**src/rtl/icache_fetch_resp.sv**
```systemverilog
// Direct-mapped instruction cache front end for the fetch stage.
//
// A fetch address is looked up every cycle; a hit returns the stored word
// combinationally with STALL_2IF low. A miss latches the line address, asks
// the backing memory for the line (REQ), writes the returned beats in
// ascending word order (FILL), spends one settle cycle (DONE) and goes back
// to IDLE, where the current fetch address is looked up again.
//
// Ports:
//   CLK, RESET             clock and synchronous active-high reset
//   Instr_address_fIF      fetch address
//   Flush                  invalidate every line
//   Instr1_2IF, STALL_2IF  hit data (0 when not hitting) and fetch freeze
//   Mem_req_valid/addr     line-fill request, handshaked by Mem_req_ready
//   Mem_rvalid, Mem_rdata  fill beats
//   Hit_count, Miss_count  wrapping event counters
module icache_fetch_resp #(
  parameter int unsigned LINES = 16,
  parameter int unsigned WORDS = 4
) (
  input  logic        CLK,
  input  logic        RESET,
  input  logic [31:0] Instr_address_fIF,
  input  logic        Flush,
  output logic [31:0] Instr1_2IF,
  output logic        STALL_2IF,
  output logic        Mem_req_valid,
  output logic [31:0] Mem_req_addr,
  input  logic        Mem_req_ready,
  input  logic        Mem_rvalid,
  input  logic [31:0] Mem_rdata,
  output logic [31:0] Hit_count,
  output logic [31:0] Miss_count
);

  localparam int unsigned WordBits  = $clog2(WORDS);
  localparam int unsigned IndexBits = $clog2(LINES);
  localparam int unsigned IdxLsb    = 2 + WordBits;
  localparam int unsigned TagLsb    = IdxLsb + IndexBits;
  localparam int unsigned TagBits   = 32 - TagLsb;

  typedef enum logic [1:0] {StIdle, StReq, StFill, StDone} state_e;

  state_e               state_q;
  logic [LINES-1:0]     valid_q;
  logic [TagBits-1:0]   tag_q  [LINES];
  logic [31:0]          data_q [LINES][WORDS];
  logic [WordBits-1:0]  beat_q;
  logic                 flushed_q;
  logic                 req_valid_q;
  logic [31:0]          req_addr_q;
  logic [31:0]          hit_cnt_q;
  logic [31:0]          miss_cnt_q;

  logic [WordBits-1:0]  addr_word;
  logic [IndexBits-1:0] addr_idx;
  logic [TagBits-1:0]   addr_tag;
  logic [IndexBits-1:0] fill_idx;
  logic [TagBits-1:0]   fill_tag;
  logic                 beat_last;
  logic                 fill_we;
  logic                 hit;
  logic                 unused_addr_bits;

  assign addr_word = Instr_address_fIF[IdxLsb-1:2];
  assign addr_idx  = Instr_address_fIF[TagLsb-1:IdxLsb];
  assign addr_tag  = Instr_address_fIF[31:TagLsb];

  // The latched request address doubles as the fill target.
  assign fill_idx  = req_addr_q[TagLsb-1:IdxLsb];
  assign fill_tag  = req_addr_q[31:TagLsb];
  assign beat_last = (beat_q == WordBits'(WORDS - 1));
  assign fill_we   = !RESET && (state_q == StFill) && Mem_rvalid;

  // Byte offset and the zeroed low bits of the line address carry no information.
  assign unused_addr_bits = ^{Instr_address_fIF[1:0], req_addr_q[IdxLsb-1:0]};

  assign hit = (state_q == StIdle) && valid_q[addr_idx] && (tag_q[addr_idx] == addr_tag) &&
               !Flush;

  assign Instr1_2IF    = hit ? data_q[addr_idx][addr_word] : 32'h0;
  assign STALL_2IF     = !hit;
  assign Mem_req_valid = req_valid_q;
  assign Mem_req_addr  = req_addr_q;
  assign Hit_count     = hit_cnt_q;
  assign Miss_count    = miss_cnt_q;

  // Data and tag arrays carry no reset; a line is only trusted once its valid bit is set.
  always_ff @(posedge CLK) begin
    if (fill_we) begin
      data_q[fill_idx][beat_q] <= Mem_rdata;
      if (beat_last) begin
        tag_q[fill_idx] <= fill_tag;
      end
    end
  end

  always_ff @(posedge CLK) begin
    if (RESET) begin
      state_q     <= StIdle;
      valid_q     <= '0;
      beat_q      <= '0;
      flushed_q   <= 1'b0;
      req_valid_q <= 1'b0;
      req_addr_q  <= '0;
      hit_cnt_q   <= '0;
      miss_cnt_q  <= '0;
    end else begin
      if (Flush) begin
        valid_q <= '0;
      end
      unique case (state_q)
        StIdle: begin
          if (hit) begin
            hit_cnt_q <= hit_cnt_q + 32'd1;
          end else if (!Flush) begin
            req_addr_q  <= {addr_tag, addr_idx, {IdxLsb{1'b0}}};
            miss_cnt_q  <= miss_cnt_q + 32'd1;
            req_valid_q <= 1'b1;
            flushed_q   <= 1'b0;
            state_q     <= StReq;
          end
        end
        StReq: begin
          if (Flush) begin
            flushed_q <= 1'b1;
          end
          if (Mem_req_ready) begin
            req_valid_q <= 1'b0;
            beat_q      <= '0;
            state_q     <= StFill;
          end
        end
        StFill: begin
          if (Flush) begin
            flushed_q <= 1'b1;
          end
          if (Mem_rvalid) begin
            beat_q <= beat_q + 1'b1;
            if (beat_last) begin
              // A flush at any point of this miss keeps the line invalid.
              if (!Flush && !flushed_q) begin
                valid_q[fill_idx] <= 1'b1;
              end
              state_q <= StDone;
            end
          end
        end
        StDone: begin
          state_q <= StIdle;
        end
        default: begin
          state_q <= StIdle;
        end
      endcase
    end
  end

endmodule

```
**config.mk**
```make
export PLATFORM = sky130hd
export DESIGN_NAME = icache_fetch_resp
export DESIGN_NICKNAME = d
export VERILOG_FILES = /design/src/rtl/icache_fetch_resp.sv
export SDC_FILE = /design/constraint.sdc
export NUM_CORES = 2
export LEC_CHECK = 0
export CAP_MARGIN = 0
export CORE_ASPECT_RATIO = 2
export CORE_MARGIN = 1
export CORE_UTILIZATION = 62
export DETAILED_ROUTE_END_ITERATION = 12
export PLACE_DENSITY = 0.79
export SKIP_CTS_REPAIR_TIMING = 1
export SLEW_MARGIN = 15
export SYNTH_ARGS = -nofsm -noshare
export SYNTH_HDL_FRONTEND = slang
export SYNTH_SLANG_ARGS = --single-unit
```
**constraint.sdc**
```tcl
create_clock -name CLK -period 5.6 [get_ports CLK]
set_input_delay 0.84 -clock CLK [delete_from_list [all_inputs] [get_ports CLK]]
set_output_delay 0.84 -clock CLK [all_outputs]
set_load 0.01 [all_outputs]
```
; Yosys cells after proc, flatten, opt, wreduce, memory -nomap -nowiden
; Memory sizes are Yosys's and may differ from the RTL's.
; Index checks and enable logic that the tools add are counted.
[word_totals]
regBits = 114
ram_bits = 2432
in_bits = 69
output_inout_bits = 130
memories = 2
[classes]
add_sub_neg = 3
n_lt_le_gt_ge = 6
eq_ne = 11
mux = 38
n_bitwise = 5
reduce_logical = 23
[memory_table]
columns = memory, depth, width, rd, rd_ports_with_merged_regs, write_ports, line
row1 = data_q, 16, 128, 1, 0, 1, 47  ; logic [31:0] data_q [LINES][WORDS];
row2 = tag_q, 16, 24, 1, 0, 1, 46  ; logic [TagBits-1:0] tag_q [LINES];
[ops]
columns = operator, count
row1 = $mux 128, 1
row2 = $mux 32, 4
row3 = $mux 16, 6
row4 = $add 32x1->32 const B, 2
row5 = $bmux 32 s2, 1
row6 = $demux 32 s2, 1
row7 = $eq 24x24->1, 1
row8 = $or 16x16->16, 1
row9 = $mux 2, 7
row10 = $mux 1, 12
row11 = $lt 4x5->1 const B, 2
row12 = $ne 2x2->1 const B, 5
row13 = $logic_and 1x1->1, 8
row14 = $pmux 2 s4, 1
row15 = $reduce_and 4->1, 2
row16 = $eq 2x2->1 const B, 3
row17 = $ge 3x3->1 const B, 2
row18 = $not 2->3, 2
row19 = $reduce_and 3->1, 2
row20 = $reduce_bool 2->1, 3
row21 = $reduce_and 5->1, 1
row22 = $bmux 1 s4, 1
row23 = $demux 1 s4, 1
row24 = $ge 4x1->1 const B, 1
row25 = other kinds (11), 16

; Depth between registers and ports, before layout
[logic_depth]
word_depth = 9
mapped_depth = 19
ltp_nobuf = 10

; Worst setup path after synthesis
; No wires, ideal clock.
[synth_path]
kind = input to output
startpoint = input port Instr_address_fIF[4]
endpoint = output port Instr1_2IF[0]
t_arrival_ps = 4218
slack_ps = 542
path_stages = 11
cell_sequence = buf_6 -> buf_12 -> buf_4 -> buf_2 -> buf_2 -> buf_1 -> buf_1 -> mux4_2 -> mux4_2 -> mux4_2 -> and2_1
[synth_between]
elab_chain_len = 6
elab_cells_between_ends = 12
[synth_lines]
columns = item, line
row1 = "start, declared", 23  ; input logic [31:0] Instr_address_fIF,
row2 = "parallel branches: the longest is 5 deep, another holds $mem_v2 16x24", --
row3 = $mux 32 (*), 81  ; assign Instr1_2IF = hit ? data_q[addr_idx][addr_word] : 32'h0;
row4 = "end, declared", 25  ; output logic [31:0] Instr1_2IF,
; Every way passes the cells marked *. The select of a mux whose other input is x is not followed.

; Worst setup path in the final report
[layout_path]
startpoint = input port Instr_address_fIF[5]
endpoint = output port Instr1_2IF[5]
; Same word-level chain as after synthesis.

==> flow_summary_export.csv <==
group,metric,value,unit
timing,fmax,183,MHz
logic_synthesis,synth_ff_type,"edfxtp_1",
global_route,antenna_found_initial,17,
floorplanning,die-area,0.161,mm2
floorplanning,start_util,0.623,
power_and_ir_drop,power_frac_seq,0.555,
power_and_ir_drop,pwr-share-clk,0.386,
clocking,numCtsBuffers,204,
timing,skew,62.0,ps
worst_setup_path,critPathMaxStageDelay,590,ps
worst_setup_path,crit_required,4760,ps
route,drt_iter0_drc,6933,
cells_and_area,area_delta_synth_final,12.4,%
worst_setup_path,cpMostUsedCell,"buf_4",
worst_setup_path,worstPathCellList,"buf_8 > buf_4 > mux4_2 > mux2i_1 > xor2_1 > o2111a_1 > a31oi_1 > nor4bb_1 > and4_2 > buf_4 > and2_1 > clkdlybuf4s50_1",
worst_setup_path,cp_slowest_cell,"clkdlybuf4s50_1",
place,place_congestion,0.895,
worst_hold_path,hp-class,"register to register",
global_route,grt_start_max_net_pins,113,
route,vias,50875,
clocking,cts.sinks,2546,
floorplanning,rows,207,
worst_setup_path,cp-start-kind,"primary input",
timing,setup_viol,0,
cells_and_area,drive_gt1_frac,0.280,
route,remaining_drc_errors,0,
power_and_ir_drop,p_comb_frac,0.058,
power_and_ir_drop,switchingPower,8.23,mW
route,wl_per_cell,38.4,um
logic_synthesis,syn_inst,4414,
clocking,clk_pin_slew_worst_paths,70,ps
power_and_ir_drop,p_int,30.0,mW
worst_setup_path,path_buf_inv,4,
power_and_ir_drop,leakagePower,34.7,nW
timing,slew_headroom,0.168,
logic_synthesis,ys_async_sr_fraction,0,
power_and_ir_drop,switching_share,0.216,
timing,fin_tns_setup,0,ps
cells_and_area,fin_util,0.701,
clocking,cts_tree,"yes",
clocking,cts_buffer_depth,4,
place,port_buffers,192,
global_route,grt_overflow,0,
logic_synthesis,seq_area_frac_synth,0.761,
cells_and_area,final_cells,7031,
power_and_ir_drop,power_density,343,mW/mm2
global_route,grt_pass1_wl,382,mm
place,dpl.hpwl,146,mm
power_and_ir_drop,ir_worst_vdd,0.310,mV
timing,min_period,5460,ps
worst_setup_path,cp-end-kind,"output pin",
route,wl,270,mm
place,dp_cells,6660,
logic_synthesis,synth_edf_count,2432,
global_route,grt_pass1_vias,51961,
timing,worst_pin_slew,1250,ps
timing,rsz0062_at_grt,"false",
floorplanning,core,0.159,mm2
floorplanning,die_height,567,um
worst_setup_path,cp_top_family,"buffers and inverters",
clocking,insertion_delay,860,ps
route,dr.pass1.iters,7,
floorplanning,die_width,285,um
timing,finalCritPeriodShare,0.975,
timing,hold_viol,0,
global_route,track_usage,0.339,
logic_synthesis,yosys_warnings,0,
cells_and_area,nets,4854,
logic_synthesis,avgSynthCellArea,22.4,um2
logic_synthesis,yosys.cell_types.count,72,
worst_setup_path,cp.arrival,4620,ps
floorplanning,ios,199,
run_status,outcome,"complete, no violations",
timing,hold_ws,472,ps
run,max_cap_violations,0,
timing,slew_violations,0,
route,viasPerCell,7.24,
logic_synthesis,syn_area,0.0990,mm2
worst_setup_path,critPathKind,"primary input to output pin",
clocking,cts_htree_levels,4,
clocking,cts-root-buf,"clkbuf_16",
worst_setup_path,cp_max_fo,32,
route,postRouteAntennaNets,0,
logic_synthesis,ys_seq_elements,2546,
[power by group through the flow]
stage	logic, mW	clock network, mW	registers (mW)
floorplan	1.21	0	21.6
global placement	2.10	0	21.6
detailed placement	2.16	0	21.6
CTS	2.21	14.8	21.2
global route	2.31	15.4	21.2
finish	2.22	14.8	21.2
[cell usage after synthesis (all sizes together) (3+ instances only)]
master / count / area [um2]
a211oi: 6 / 45.0
a21boi: 3 / 22.5
a21oi: 98 / 490
a22o: 13 / 114
a22oi: 22 / 165
a31oi: 4 / 25.0
and2: 83 / 519
and3: 9 / 56.3
and4: 10 / 87.6
buf: 104 / 578
clkbuf: 149 / 559
dfxtp: 114 / 2280
edfxtp: 2432 / 73000
ha: 9 / 113
inv: 30 / 113
mux2: 21 / 236
mux2i: 84 / 841
mux4: 744 / 16800
nand2: 52 / 195
nand2b: 19 / 119
nand3: 35 / 175
nand3b: 25 / 188
nand4: 22 / 138
nand4b: 4 / 35.0
nor2: 64 / 243
nor2b: 17 / 106
nor3: 14 / 70.1
nor3b: 3 / 22.5
nor4: 9 / 71.3
o211ai: 5 / 37.5
o21ai: 48 / 240
o22ai: 3 / 18.8
o31ai: 44 / 330
o41ai: 5 / 51.3
or3: 15 / 93.8
or4: 45 / 338
xnor2: 12 / 105
xor2: 8 / 70.1
[stage by stage]
stage / setup WS (ps) / power (mW) / area (um2)
final: 142 / 38.2 / 111000
after global routing: 10.6 / 39.0 / 111000
after CTS: 97.5 / 38.2 / 111000
after detailed placement: 126 / 23.8 / 105000
after global placement: 170 / 23.7 / 105000
after floorplan: 542 / 22.8 / 99000
[registers in the layout, summed over array words and instances, names as in the netlist]
register       cells
data_q          2048
Mem_req_addr      28
Miss_count        32
flushed_q          1
Hit_count         32
beat_q             2
Mem_req_valid      1
tag_q            384
state_q            2
valid_q           16
[layout by cell type, fill, tap and decap left out, drive strengths merged, types with 15 or more instances in the layout]
cell type	instances
or4	45
mux2	21
a22oi	22
o31ai	44
clkinv	85
clkdlybuf4s50	153
mux2i	84
dfxtp	114
nand4	22
nor2	64
clkbuf	235
inv	35
nand3	35
or3	15
nand2	52
bufinv	28
mux4	744
nor2b	17
nand2b	19
a21oi	98
and2	83
nand3b	25
edfxtp	2432
buf	253
o21ai	48
[tightest hold or removal path, delay by kind of cell, from the launching register on]
kind            cells  cell delay, ps
flops               1             310
simple gates        1              60
compound gates      1              60
[logic make-up (layout without fill, tap and decap cells)]
| group | Yosys count | in the layout | synth area share |
|---|---|---|---|
| buf+inv | 283 | 802 | 0.0126 |
| mux | 849 | 849 | 0.180 |
| other cells | 1 | 9 | 0.0000379 |
| flops | 2546 | 2546 | 0.761 |
| xor+xnor | 20 | 20 | 0.00177 |
| simple gates | 433 | 433 | 0.0255 |
| compound gates | 273 | 273 | 0.0176 |
| fa+ha+maj | 9 | 9 | 0.00114 |
[cell type report]
type / instances / area (um2)
Antenna cell: 5 / 12.5
Multi-Input combinational cell: 1588 / 22600
Clock inverter: 131 / 1390
Sequential cell: 2546 / 75300
Clock buffer: 235 / 5250
Timing Repair Buffer: 406 / 3950
Tap cell: 2090 / 2620
Inverter: 30 / 113
Fill cell: 8656 / 47500
[per-layer routing]
layer	vias up	GRT usage	wire [um]
met5	-	0	98
met4	14	0.203	19300
met3	984	0.0593	26900
met2	3943	0.571	138000
met1	26486	0.412	85200
li1	19448	-	-
[path summary, 6_finish.rpt]
path,start,endpoint,slack [ps],depth (start not counted)
min reg2reg,valid_q[4],valid_q[4],470,2
min,valid_q[4],valid_q[4],470,2
max,Instr_address_fIF[5],Instr1_2IF[5],140,12
max reg2reg,tag_q[12][19],Hit_count[9],1550,11
(Power assumes the default switching activity.)
